--- src/rtl/alu_seq.sv ---
// alu_seq: registered ALU with a persistent extension (E) flag.
// Single-cycle ops (logic, add, add-with-carry, complement, circulate, E-complement)
// complete one cycle after the start edge. MUL runs an unsigned shift-add
// multiply that takes WIDTH cycles. The controller sends one op per start pulse
// and waits for done.
module alu_seq #(
  parameter int WIDTH = 16
) (
  input  logic             clk,
  input  logic             rst_n,
  input  logic             start,
  input  logic [2:0]       op,
  input  logic [WIDTH-1:0] a,
  input  logic [WIDTH-1:0] b,
  output logic [WIDTH-1:0] result,
  output logic [WIDTH-1:0] result_hi,
  output logic             e,
  output logic             busy,
  output logic             done
);

  typedef enum logic [2:0] {
    OP_AND = 3'b000,
    OP_ADD = 3'b001,
    OP_ADC = 3'b010,
    OP_CMA = 3'b011,
    OP_CIR = 3'b100,
    OP_CIL = 3'b101,
    OP_MUL = 3'b110,
    OP_CME = 3'b111
  } op_t;

  typedef enum logic {
    S_IDLE = 1'b0,
    S_MUL  = 1'b1
  } state_t;

  // Counter must hold 0..WIDTH-1 (the iteration index during MUL).
  localparam int CW = $clog2(WIDTH + 1);

  state_t             state;
  op_t                op_dec;
  logic [2*WIDTH-1:0] mcand;
  logic [2*WIDTH-1:0] acc;
  logic [2*WIDTH-1:0] acc_next;
  logic [WIDTH-1:0]   mplier;
  logic [CW-1:0]      count;
  logic               last_iter;
  logic [WIDTH-1:0]   alu_res;
  logic               alu_e;
  logic [WIDTH:0]     sum;

  assign op_dec = op_t'(op);

  // Single-cycle datapath: result and next E for every non-multiply op.
  always_comb begin
    sum     = '0;
    alu_res = '0;
    alu_e   = e;
    case (op_dec)
      OP_AND: begin
        alu_res = a & b;
        alu_e   = 1'b0;
      end
      OP_ADD: begin
        sum     = {1'b0, a} + {1'b0, b};
        alu_res = sum[WIDTH-1:0];
        alu_e   = sum[WIDTH];
      end
      OP_ADC: begin
        sum     = {1'b0, a} + {1'b0, b} + {{WIDTH{1'b0}}, e};
        alu_res = sum[WIDTH-1:0];
        alu_e   = sum[WIDTH];
      end
      OP_CMA: begin
        alu_res = ~a;
      end
      OP_CIR: begin
        alu_res = {e, a[WIDTH-1:1]};
        alu_e   = a[0];
      end
      OP_CIL: begin
        alu_res = {a[WIDTH-2:0], e};
        alu_e   = a[WIDTH-1];
      end
      OP_CME: begin
        alu_res = a;
        alu_e   = ~e;
      end
      default: begin
        alu_res = '0;
        alu_e   = e;
      end
    endcase
  end

  // One shift-add step: the multiplier LSB decides whether the shifted multiplicand is added.
  always_comb begin
    acc_next  = mplier[0] ? (acc + mcand) : acc;
    last_iter = (count == CW'(WIDTH - 1));
  end

  // Control FSM: issue single-cycle ops directly, sequence the multiply, and pulse done.
  always_ff @(posedge clk or negedge rst_n) begin
    if (!rst_n) begin
      state     <= S_IDLE;
      result    <= '0;
      result_hi <= '0;
      e         <= 1'b0;
      busy      <= 1'b0;
      done      <= 1'b0;
      mcand     <= '0;
      mplier    <= '0;
      acc       <= '0;
      count     <= '0;
    end else begin
      done <= 1'b0;
      case (state)
        S_IDLE: begin
          if (start) begin
            if (op_dec == OP_MUL) begin
              mcand  <= {{WIDTH{1'b0}}, a};
              mplier <= b;
              acc    <= '0;
              count  <= '0;
              busy   <= 1'b1;
              state  <= S_MUL;
            end else begin
              result    <= alu_res;
              result_hi <= '0;
              e         <= alu_e;
              done      <= 1'b1;
            end
          end
        end
        S_MUL: begin
          acc    <= acc_next;
          mcand  <= mcand << 1;
          mplier <= mplier >> 1;
          count  <= count + CW'(1);
          if (last_iter) begin
            result    <= acc_next[WIDTH-1:0];
            result_hi <= acc_next[2*WIDTH-1:WIDTH];
            e         <= |acc_next[2*WIDTH-1:WIDTH];
            done      <= 1'b1;
            busy      <= 1'b0;
            state     <= S_IDLE;
          end
        end
        default: begin
          state <= S_IDLE;
          busy  <= 1'b0;
        end
      endcase
    end
  end

endmodule
--- config.mk ---
export PLATFORM = sky130hd
export DESIGN_NAME = alu_seq
export DESIGN_NICKNAME = d
export VERILOG_FILES = /design/src/rtl/alu_seq.sv
export SDC_FILE = /design/constraint.sdc
export NUM_CORES = 1
export LEC_CHECK = 0
export BUFFER_PORTS_ARGS = -buffer_cell sky130_fd_sc_hd__buf_2
export CELL_PAD_IN_SITES_DETAIL_PLACEMENT = 0
export CELL_PAD_IN_SITES_GLOBAL_PLACEMENT = 1
export CORE_MARGIN = 3
export CORE_UTILIZATION = 23
export CTS_CLUSTER_DIAMETER = 80
export CTS_CLUSTER_SIZE = 10
export DETAILED_ROUTE_END_ITERATION = 16
export MAX_ROUTING_LAYER = met4
export PLACE_DENSITY = 0.46
export SLEW_MARGIN = 40
export SYNTH_ARGS = -nofsm -noshare
export SYNTH_HDL_FRONTEND = slang
export SYNTH_SLANG_ARGS = --single-unit
export TNS_END_PERCENT = 50
--- constraint.sdc ---
create_clock -name clk -period 4 [get_ports clk]
set_input_delay 0.6 -clock clk [delete_from_list [all_inputs] [get_ports clk]]
set_output_delay 0.6 -clock clk [all_outputs]
set_load 0.02 [all_outputs]
==> results of run 1 <==
cell usage after synthesis, types with 6 or more instances:
cell | count | area share
o211ai_1 | 15 | 0.013
nor2_1 | 64 | 0.027
a211o_1 | 6 | 0.0059
inv_1 | 16 | 0.0067
o21a_1 | 7 | 0.0059
xnor2_1 | 34 | 0.033
nand2b_1 | 9 | 0.0063
a211oi_1 | 14 | 0.012
and3_1 | 6 | 0.0042
ha_1 | 51 | 0.071
o21ai_1 | 8 | 0.0045
nand2_1 | 143 | 0.060
nor2b_1 | 6 | 0.0042
xor2_1 | 22 | 0.022
a22o_1 | 27 | 0.026
a31oi_1 | 8 | 0.0056
o21ai_0 | 93 | 0.052
dfrtp_1 | 121 | 0.34
nor3_1 | 12 | 0.0067
clkbuf_1 | 48 | 0.020
mux2_2 | 12 | 0.015
o221ai_1 | 6 | 0.0059
mux2i_1 | 54 | 0.060
a21o_1 | 36 | 0.030
a21oi_1 | 90 | 0.050
buf_1 | 10 | 0.0042
nand3_1 | 32 | 0.018
through the flow:
| stage | utilization | cells |
|---|---|---|
| after floorplan | - | 1037 |
| after global placement | 0.2619 | 1583 |
| after detailed placement | 0.2619 | 1583 |
| after CTS | 0.2773 | 1614 |
| after global routing | 0.2780 | 1615 |
| final | 0.2780 | 1615 |
power by group:
part,total [W],internal [W],switching (W),leakage (nW)
Sequential,0.00234,0.00179,0.000549,1.51
Clock,0.00159,0.000937,0.000649,0.273
Combinational,0.00519,0.00208,0.00312,3.00
flip-flops by register name (all words and copies together) (netlist names):
| name | cells |
|---|---|
| result_hi | 16 |
| result | 16 |
| count | 5 |
| mcand | 32 |
| busy | 1 |
| state | 1 |
| e | 1 |
| acc | 32 |
| done | 1 |
| mplier | 16 |
cell families (layout without fill, tap and decap cells):
group / Yosys count / count (layout)
muxes: 69 / 69
xor gates and xnor gates: 57 / 57
AOI/OAI and AO/OA: 353 / 353
DFF: 121 / 121
adders and majority gates: 53 / 53
buffers and inverters: 81 / 148
and+or+nand+nor: 303 / 303
path summary, 6_finish.rpt:
check	cells after the start	slack, ps	startpoint	to
setup / recovery	14	460	mcand[0]	e
setup reg to reg	14	460	mcand[0]	e
max in group asynchronous	2	3330	rst_n	mplier[0]
hold / removal	1	40	rst_n	count[2]
min in group clk	2	460	result_hi[9]	result_hi[9]
hold reg to reg	2	460	result_hi[9]	result_hi[9]
routing by layer:
metal | global-route usage | part of all wire
met4 | 0.04204 | 0.019
met3 | 0.03272 | 0.033
met2 | 0.2623 | 0.48
met1 | 0.2100 | 0.47
met5 | - | 0
final cells by class:
| cell class | instances | area (sq um) | area share |
|---|---|---|---|
| multi-input combinational | 835 | 5630 | 0.5327 |
| sequential | 121 | 3033 | 0.2869 |
| tap | 511 | 639.4 | 0.06049 |
| timing repair buffer | 99 | 614.3 | 0.05812 |
| clock buffer | 19 | 442.9 | 0.04190 |
| clock inverter | 12 | 142.6 | 0.01349 |
| inverter | 18 | 67.56 | 0.006392 |
critical path, stage by stage, from the launching register on:
cell and delay [ps]:
dfrtp_1 410, ha_1 250, fa_1 430, a211oi_1 250
buf_4 170, o21ai_1 70, a22o_1 240, o21ai_2 210
nand2_1 130, xnor2_1 150, mux2i_1 360, nand4b_1 150
nor4_1 260, and4b_1 250, a31oi_1 90
==> flow_summary_export.csv, run 1 <==
group,metric,value,unit
status,status,"finished clean",
logic_synthesis,synth.ff_latch_count,121,
floorplan,num_io_pins,73,
floorplan,core_area,0.03802,sq mm
sta,hold_ws,44.30,ps
worst_setup_path,critPathKind,"flop to flop",
drt,ant_nets,0,
pwr,ir_drop,0.2781,mV
min_path,hold_path.class,"input pin to async pin",
logic_synthesis,yosys.area_share.simple,0.1513,
drt,viasPerCell,4.871,
finish,drive_above_1_share,0.1540,
grt,grt_pass1_wl,49940,um
grt,grt_pass1_vias,7987,
sta,finalClockSkew,13.92,ps
drt,drt_iter0_markers,351,
floorplan,num_rows,71,
clock_network,clkTransAtPathRegs,60,ps
clock_network,postCtsSetupBuffers,0,
finish,final_cell_mix,"nand2_1, dfrtp_1, o21ai_0",
logic_synthesis,netlist_instances,1037,
pwr,p_total,0.009121,W
grt,grt_start_max_net_pins,95,
floorplan,die_area,0.04134,sq mm
sta,finalCritPeriodShare,0.8853,
logic_synthesis,synth_top_family_by_area,"compound AO/OA/AOI/OAI gates",
worst_setup_path,critPathRequiredTime,4310,ps
grt,track_usage,0.1628,
logic_synthesis,synthMuxAreaShare,0.08216,
finish,nNetsFinal,1183,
logic_synthesis,yosysWarnings,0,
drt,vias,7867,
logic_synthesis,synth_xor_area_frac,0.05659,
sta,setup_ws,459.0,ps
finish,design_area,0.01057,sq mm
clock_network,clk_latency,450,ps
placement,hpwl,24080,um
logic_synthesis,syn-cell-area,0.008955,sq mm
floorplan,die_h,203.3,um
pwr,power.density,862.9,mW/mm^2
clock_network,numCtsBuffers,17,
clock_network,root_buffer,"clkbuf_16",
logic_synthesis,avgSynthCellArea,8.635,sq um
worst_setup_path,endpoint_kind,"flop",
clock_network,cts_resized,0,
clock_network,clock_path_buffers,2,
clock_network,cts_tree,"yes",
sta,hold_violations,0,
logic_synthesis,synth_compound_area_frac,0.2611,
logic_synthesis,async_flop_share,1.000,
job,drv_cap,0,
finish,final_common_cell,"nand2_1",
floorplan,start_util,0.2355,
grt,grt_overflow,0,
pwr,p_leak,4.785,nW
sta,slew_violations,0,
logic_synthesis,synth_cell_types,74,
logic_synthesis,synth_edf_count,0,
worst_setup_path,start_kind,"flop",
drt,routedWlPerCell,19.89,um
floorplan,dieWidth,203.3,um
sta,setup_viol,0,
sta,finalSetupTns,0,ps
finish,diodes,0,
sta,worstMarginPinSlew,821.3,ps
logic_synthesis,syn_nets,1128,
clock_network,cts_sinks,121,
sta,timing.fmax,282.4,MHz
worst_setup_path,worstPathArrival,3850,ps
placement,dpl_worst_slack,243.3,ps
drt,first_pass_iters,5,
logic_synthesis,ys.flop_type,"dfrtp_1",
finish,n_fill_cell,4220,
placement,post_dp_cell_area,0.009957,sq mm
worst_setup_path,critical_path.max_fanout,3,
finish,area_growth,18.04,%
sta,relSlewSlack,0.4524,
grt,antenna_found_initial,0,
sta,rsz0062_at_grt,"false",
drt,drc_errors,0,
logic_synthesis,synthAdderAreaFrac,0.07573,
clock_network,ctsHoldBuffers,0,
logic_synthesis,ys_seq_area_frac,0.3381,
clock_network,htreeDepth,4,
sta,fin_crit,3541,ps
drt,drt-total-wl,32120,um
placement,place.gp.congestion,0.7753,
placement,port_buffers,72,
Power figures use the tool's default switching activity.
==> run 2, diff against run 1 <==
--- a/config.mk
+++ b/config.mk
@@ -5,6 +5,7 @@
 export SDC_FILE = /design/constraint.sdc
 export NUM_CORES = 1
 export LEC_CHECK = 0
+export ABC_AREA = 1
 export BUFFER_PORTS_ARGS = -buffer_cell sky130_fd_sc_hd__buf_2
 export CELL_PAD_IN_SITES_DETAIL_PLACEMENT = 0
 export CELL_PAD_IN_SITES_GLOBAL_PLACEMENT = 1
@@ -14,7 +15,8 @@
 export CTS_CLUSTER_SIZE = 10
 export DETAILED_ROUTE_END_ITERATION = 16
 export MAX_ROUTING_LAYER = met4
-export PLACE_DENSITY = 0.46
+export PLACE_DENSITY = 0.48
+export SKIP_LAST_GASP = 1
 export SLEW_MARGIN = 40
 export SYNTH_ARGS = -nofsm -noshare
 export SYNTH_HDL_FRONTEND = slang
==> run 2 against run 1 <==
Effect of this change:
- clock-buffer cell count is 2 higher
- via count is 26% higher
- synthesized area is 9.6% higher
- critical path type unchanged
- critical endpoint unchanged
==> flow_summary_export.csv, run 2 <==
group,metric,value,unit
status,status,"finished clean",
worst_setup_path,start_kind,"flop",
worst_setup_path,worstReg2RegEnd,"e",
pwr,ir_drop,0.3121,mV
logic_synthesis,yosys.area.top_type,"dfrtp_1",
worst_setup_path,rrSetupSlack,1140,ps
clock_network,root_buffer,"clkbuf_16",
sta,relSlewSlack,0.5149,
logic_synthesis,netlist_instances,1543,
logic_synthesis,ys_top_cells_by_area,"dfrtp_1, nand2_1, inv_1",
drt,drc_errors,0,
finish,final_util,0.2715,
pwr,p_sw_frac,0.5271,
grt,grt_pass1_wl,58740,um
worst_setup_path,critPathKind,"flop to flop",
placement,hpwl,30390,um
logic_synthesis,yosysWarnings,0,
worst_setup_path,worstPathArrival,3180,ps
logic_synthesis,synth.ff_latch_count,121,
logic_synthesis,synth_edf_count,0,
finish,final_cell_mix,"nand2_1, inv_1, nor2_1",
grt,grt_overflow,0,
clock_network,clk_latency,430,ps
logic_synthesis,yosys.area_share.simple,0.3426,
logic_synthesis,synthMuxAreaShare,0,
worst_setup_path,r2r_start,"mcand[2]",
finish,area_growth,16.30,%
worst_setup_path,r2r_cells,20,
clock_network,clock_path_buffers,2,
pwr,power.density,878.1,mW/mm^2
floorplan,num_rows,75,
worst_setup_path,critical_path.max_fanout,6,
clock_network,cts_resized,0,
grt,track_usage,0.1760,
clock_network,htreeDepth,4,
finish,stdcell_count,2155,
logic_synthesis,synthAdderAreaFrac,0.06909,
placement,dp.cells,2123,
worst_setup_path,crit_start,"mcand[2]",
sta,fin_crit,2864,ps
clock_network,cts_tree,"yes",
drt,first_pass_iters,6,
logic_synthesis,synth_top_family_by_area,"simple AND/OR/NAND/NOR gates",
worst_setup_path,cp-endpoint,"e",
floorplan,die_h,212.6,um
logic_synthesis,synth_cell_types,46,
drt,viasPerCell,4.597,
clock_network,numCtsBuffers,17,
finish,diodes,0,
drt,drt-total-wl,37830,um
logic_synthesis,netlist.area_leader.share,0.3085,
floorplan,num_io_pins,73,
logic_synthesis,synth_most_common_cell,"nand2_1",
drt,vias,9906,
sta,slew_violations,0,
sta,hold_violations,0,
drt,ant_nets,0,
logic_synthesis,synth_compound_area_frac,0.1539,
sta,finalCritPeriodShare,0.7161,
clock_network,clkTransAtPathRegs,60,ps
min_path,hold_path.class,"input pin to async pin",
sta,setup_viol,0,
pwr,p_seq_frac,0.232,
finish,final_common_cell,"nand2_1",
placement,place.gp.congestion,0.8759,
finish,nNetsFinal,1694,
clock_network,cts_sinks,121,
worst_setup_path,critPathRequiredTime,4310,ps
pwr,p_clk_frac,0.160,
pwr,p_switching,0.005283,W
logic_synthesis,ys_seq_area_frac,0.3085,
logic_synthesis,syn-cell-area,0.009816,sq mm
worst_setup_path,endpoint_kind,"flop",
job,drv_cap,0,
finish,largest_registers,"acc: 32 flops, mcand: 32 flops",
grt,grt_start_max_net_pins,80,
logic_synthesis,synthTopCellsByCount,"nand2_1, inv_1, nor2_1, dfrtp_1, nand3_1",
placement,port_buffers,72,
logic_synthesis,synth_xor_area_frac,0.008923,
finish,drive_above_1_share,0.1058,
floorplan,dieWidth,212.6,um
grt,antenna_found_initial,0,
sta,finalClockSkew,11.79,ps
drt,routedWlPerCell,17.55,um
sta,setup_ws,1136,ps
sta,timing.fmax,349.1,MHz
logic_synthesis,syn_nets,1634,
pwr,p_leak,6.035,nW
sta,finalSetupTns,0,ps
clock_network,postCtsSetupBuffers,0,
drt,drt_iter0_markers,624,
logic_synthesis,avgSynthCellArea,6.361,sq um
sta,rsz0062_at_grt,"false",
floorplan,die_area,0.04519,sq mm
pwr,intPower,0.004741,W
logic_synthesis,ys.flop_type,"dfrtp_1",
floorplan,core_area,0.04204,sq mm
sta,worstMarginPinSlew,727.7,ps
pwr,pwr-share-comb,0.608,
grt,grt_pass1_vias,9747,
placement,dpl_worst_slack,841.4,ps
logic_synthesis,async_flop_share,1.000,
floorplan,start_util,0.2335,
clock_network,ctsHoldBuffers,0,
## run 2: cell types whose count changed after synthesis, sizes merged, moves of 22 or more
cell,previous run,this run
xnor2,35,1
nand3,32,102
a21oi,92,49
a22o,27,3
o22ai,1,32
o21ai,103,73
a21o,36,3
mux2i,54,0
a31oi,9,31
nor2,64,132
inv,16,256
nand2,143,555
## run 2: power groups by stage
stage,registers (W),clock network [W],logic (W)
finish,0.00233,0.00160,0.00609
global route,0.00241,0.00171,0.00702
CTS,0.00234,0.00165,0.00619
detailed placement,0.00235,0,0.00617
global placement,0.00236,0,0.00618
floorplan,0.00234,0,0.00408
## run 2: worst max-delay path, stage by stage (launching register included)
cell	delay (ps)
dfrtp_1	390
ha_1	420
nand3_1	140
nand3_1	180
nand2_1	90
nand2_1	110
nand2_1	70
nand2_1	260
nand2_1	120
nand2_1	80
nand2_1	40
nand3_1	70
nand2_1	130
nor2_1	150
nand2_1	80
nor2_1	80
nand2_1	60
nand2_1	110
nand2_1	70
nand2_1	60
nand2_1	50
## run 2: how the worst min path moves through the flow
| stage | depth (start not counted) | end | slack [ps] |
|---|---|---|---|
| floorplan | 0 | acc[0] | 300 |
| global placement | 2 | result_hi[14] | 470 |
| detailed placement | 2 | result_hi[9] | 470 |
| CTS | 1 | acc[23] | 240 |
| global route | 1 | acc[25] | 230 |
| finish | 1 | acc[25] | 190 |
## run 2: through the flow
stage	instance area [sq um]	hold slack (ps)	total power [W]
floorplan	9816	304.4	0.006420
CTS	11410	236.8	0.01019
global placement	10810	468.6	0.008537
finish	11420	190.2	0.01002
global route	11420	227.5	0.01113
detailed placement	10810	472.4	0.008523
## run 2: cell type report
type | instances | area, sq um
Multi-Input combinational cell | 1119 | 5665
Sequential cell | 121 | 3029
Timing Repair Buffer | 86 | 474.2
Clock inverter | 11 | 143.9
Tap cell | 539 | 674.4
Fill cell | 4783 | 30620
Clock buffer | 21 | 460.4
Inverter | 258 | 968.4
## run 2: kinds of logic (layout without fill, tap and decap cells)
family                     count (synthesis)  after routing
and+or+nand+nor                          814            814
xor gates and xnor gates                   7              7
buffers and inverters                    303            376
DFF                                      121            121
AOI/OAI and AO/OA                        245            245
adders and majority gates                 53             53
## run 2: layer usage
layer	vias to the layer above	track usage	share of wire
li1	5088	-	-
met1	4646	0.2503	0.51
met2	147	0.2700	0.45
met3	25	0.01889	0.026
met4	0	0.03969	0.014
met5	-	-	0
==> run 3, diff against run 2 <==
--- a/config.mk
+++ b/config.mk
@@ -5,7 +5,7 @@
 export SDC_FILE = /design/constraint.sdc
 export NUM_CORES = 1
 export LEC_CHECK = 0
-export ABC_AREA = 1
+export ABC_AREA = 0
 export BUFFER_PORTS_ARGS = -buffer_cell sky130_fd_sc_hd__buf_2
 export CELL_PAD_IN_SITES_DETAIL_PLACEMENT = 0
 export CELL_PAD_IN_SITES_GLOBAL_PLACEMENT = 1
@@ -15,7 +15,7 @@
 export CTS_CLUSTER_SIZE = 10
 export DETAILED_ROUTE_END_ITERATION = 16
 export MAX_ROUTING_LAYER = met4
-export PLACE_DENSITY = 0.48
+export PLACE_DENSITY = 0.46
 export SKIP_LAST_GASP = 1
 export SLEW_MARGIN = 40
 export SYNTH_ARGS = -nofsm -noshare
==> constraint.sdc (replaced) <==
create_clock -name clk -period 3 [get_ports clk]
set_input_delay 0.45 -clock clk [delete_from_list [all_inputs] [get_ports clk]]
set_output_delay 0.45 -clock clk [all_outputs]
set_load 0.02 [all_outputs]
==> run 3 against run 2 <==
Effect of this change:
- the run now ends with setup timing left
- global-route usage shrank 0.36 points
- non-clock buffer count rose by 204
- clock-buffer cell count is 4 lower
- cell count down 16%
- flip-flop and latch count unchanged
- utilization grew 5.0 points
- register-to-register slack lost 1300 ps
- sequential share of layout area is 1.7 points lower
- clock power rose by 48%
- sequential power increased by 32%
- worst hold slack gained 120 ps
- critical path type unchanged
- critical endpoint unchanged
- highest routed layer unchanged
==> flow_summary_export.csv, run 3 (same netlist as run 1, synthesis figures left out) <==
group,metric,value,unit
sta,timing.fmax,311.2,MHz
clock_network,cts_sinks,121,
placement,post_dp_cell_area,0.01134,sq mm
finish,drive_above_1_share,0.2963,
worst_setup_path,critical_path.max_fanout,3,
sta,slew_violations,0,
finish,final_cell_mix,"buf_4, nand2_1, dfrtp_1",
worst_setup_path,cp_num_buf_inv,0,
grt,antenna_found_initial,0,
sta,setup_ws,-212.9,ps
worst_setup_path,critPathKind,"flop to flop",
worst_setup_path,r2r_start,"acc[0]",
floorplan,die_h,203.3,um
floorplan,dieWidth,203.3,um
pwr,p_leak,5.790,nW
sta,hold_violations,0,
sta,rsz0062_at_grt,"true",
clock_network,clock_path_buffers,2,
drt,drt-total-wl,33880,um
min_path,min_from,"b[15]",
pwr,ir_drop,0.3823,mV
worst_setup_path,path_delay_family,"compound AO/OA/AOI/OAI gates",
placement,hpwl,26270,um
finish,largest_registers,"acc: 32 flops, mcand: 32 flops",
pwr,p_total,0.01435,W
drt,viasPerCell,4.702,
sta,hold_ws,309.9,ps
worst_setup_path,endpoint_kind,"flop",
worst_setup_path,critPathMostFrequentCell,"o21ai_2",
floorplan,num_rows,71,
clock_network,root_buffer,"clkbuf_16",
sta,finalClockSkew,12.83,ps
worst_setup_path,start_kind,"flop",
sta,worstMarginPinSlew,822.9,ps
worst_setup_path,crit_chain,"ha_2 -> fa_2 -> a211oi_4 -> o21ai_2 -> a22o_1 -> o21ai_2 -> a21boi_1 -> or3_1 -> a31oi_2 -> nand4b_1 -> nor4_1 -> and4b_1 -> a31oi_1",
drt,drt_iter0_markers,342,
finish,area_growth,36.51,%
drt,vias,8497,
drt,first_pass_iters,5,
sta,relSlewSlack,0.4493,
sta,finalCritPeriodShare,1.071,
finish,nNetsFinal,1374,
worst_setup_path,critPathRequiredTime,3320,ps
clock_network,clk_latency,450,ps
sta,setup_viol,2,
finish,diodes,0,
finish,stdcell_count,1807,
status,failed_checks,"setup timing",
floorplan,core_area,0.03802,sq mm
sta,fin_crit,3213,ps
worst_setup_path,worstPathArrival,3540,ps
drt,ant_nets,0,
grt,track_usage,0.1724,
status,status,"finished with violations",
placement,place.gp.congestion,0.8112,
clock_network,cts_tree,"yes",
floorplan,die_area,0.04134,sq mm
grt,grt_start_max_net_pins,63,
min_path,hold_path.class,"input pin to flop",
drt,drc_errors,0,
finish,final_common_cell,"buf_4",
grt,grt_pass1_wl,53010,um
worst_setup_path,crit_start,"acc[0]",
grt,grt_pass1_vias,8797,
clock_network,clkTransAtPathRegs,70,ps
clock_network,htreeDepth,4,
finish,design_area,0.01222,sq mm
placement,port_buffers,72,
floorplan,start_util,0.2355,
worst_setup_path,timing.critical_path.slowest_cell_delay,390,ps
job,drv_cap,0,
floorplan,num_io_pins,73,
finish,multi_input_area,0.005781,sq mm
grt,grt_overflow,0,
placement,dp.cells,1763,
worst_setup_path,cp_slowest_cell,"dfrtp_1",
clock_network,numCtsBuffers,17,
finish,n_fill_cell,4147,
finish,seqCellArea,0.003033,sq mm
pwr,power.density,1174,mW/mm^2
drt,routedWlPerCell,18.75,um
## run 3: cell count changes in the layout (fill, tap and decap cells not counted), moves of 17 or more
| cell | previous run | this run |
|---|---|---|
| nand2_1 | 540 | 142 |
| inv_1 | 248 | 16 |
| buf_4 | 14 | 212 |
| nand3_1 | 96 | 31 |
| nor2_1 | 123 | 64 |
| mux2i_1 | 0 | 54 |
| a21oi_1 | 41 | 85 |
| a21o_1 | 3 | 36 |
| xnor2_1 | 0 | 33 |
| o22ai_1 | 32 | 0 |
| a22o_1 | 3 | 27 |
| a31oi_1 | 30 | 7 |
| xor2_1 | 5 | 22 |
## run 3: power breakdown
| group | internal (W) | switching, W |
|---|---|---|
| Sequential | 0.00239 | 0.000693 |
| Clock | 0.00143 | 0.000935 |
| Combinational | 0.00417 | 0.00474 |
## run 3: metal layers
layer / wire length (um) / GRT usage
met1: 15700 / 0.2167
met2: 16690 / 0.2877
met5: 0 / -
met4: 673 / 0.04720
met3: 809 / 0.02921
## run 3: stage by stage
step | worst slack (ps) | TNS [ps] | util
6_report | -212.9 | -244.5 | 0.3215
5_1_grt | -383.0 | -1573 | 0.3215
3_5_place_dp | -425.6 | -4321 | 0.2983
4_1_cts | -252.1 | -482.8 | 0.3190
2_1_floorplan | -22.79 | -22.79 | -
3_3_place_gp | -411.5 | -3649 | 0.2983
## run 3: layout make-up
type	count	area share
multi-input cells	835	0.4729
flip-flops and latches	121	0.2481
repair buffers	290	0.1678
well taps	511	0.05230
inverters	18	0.005527
clock inverters	15	0.01863
clock buffers	17	0.03480
## run 3: repair_timing
action,4_1_cts,5_1_grt
setup buffers,7,9
pin swaps,18,19
endpoints found under the hold margin,8,0
hold buffers,1,0
setup endpoints to repair,16,22
resized for setup,17,17
## run 3: worst register-to-register path: stages, from the launching register on
cell,delay [ps]
dfrtp_1,390
ha_2,190
fa_2,370
a211oi_4,300
o21ai_2,90
a22o_1,240
o21ai_2,180
a21boi_1,90
or3_1,330
a31oi_2,200
nand4b_1,120
nor4_1,230
and4b_1,250
a31oi_1,100
## run 3: final timing paths
check | to | slack (ps) | depth (start not counted)
setup / recovery | e | -210 | 13
hold / removal | mplier[15] | 310 | 2
setup reg to reg | e | -210 | 13
hold reg to reg | result_hi[8] | 460 | 2
max in group asynchronous | state | 1660 | 3
min in group asynchronous | count[1] | 550 | 2
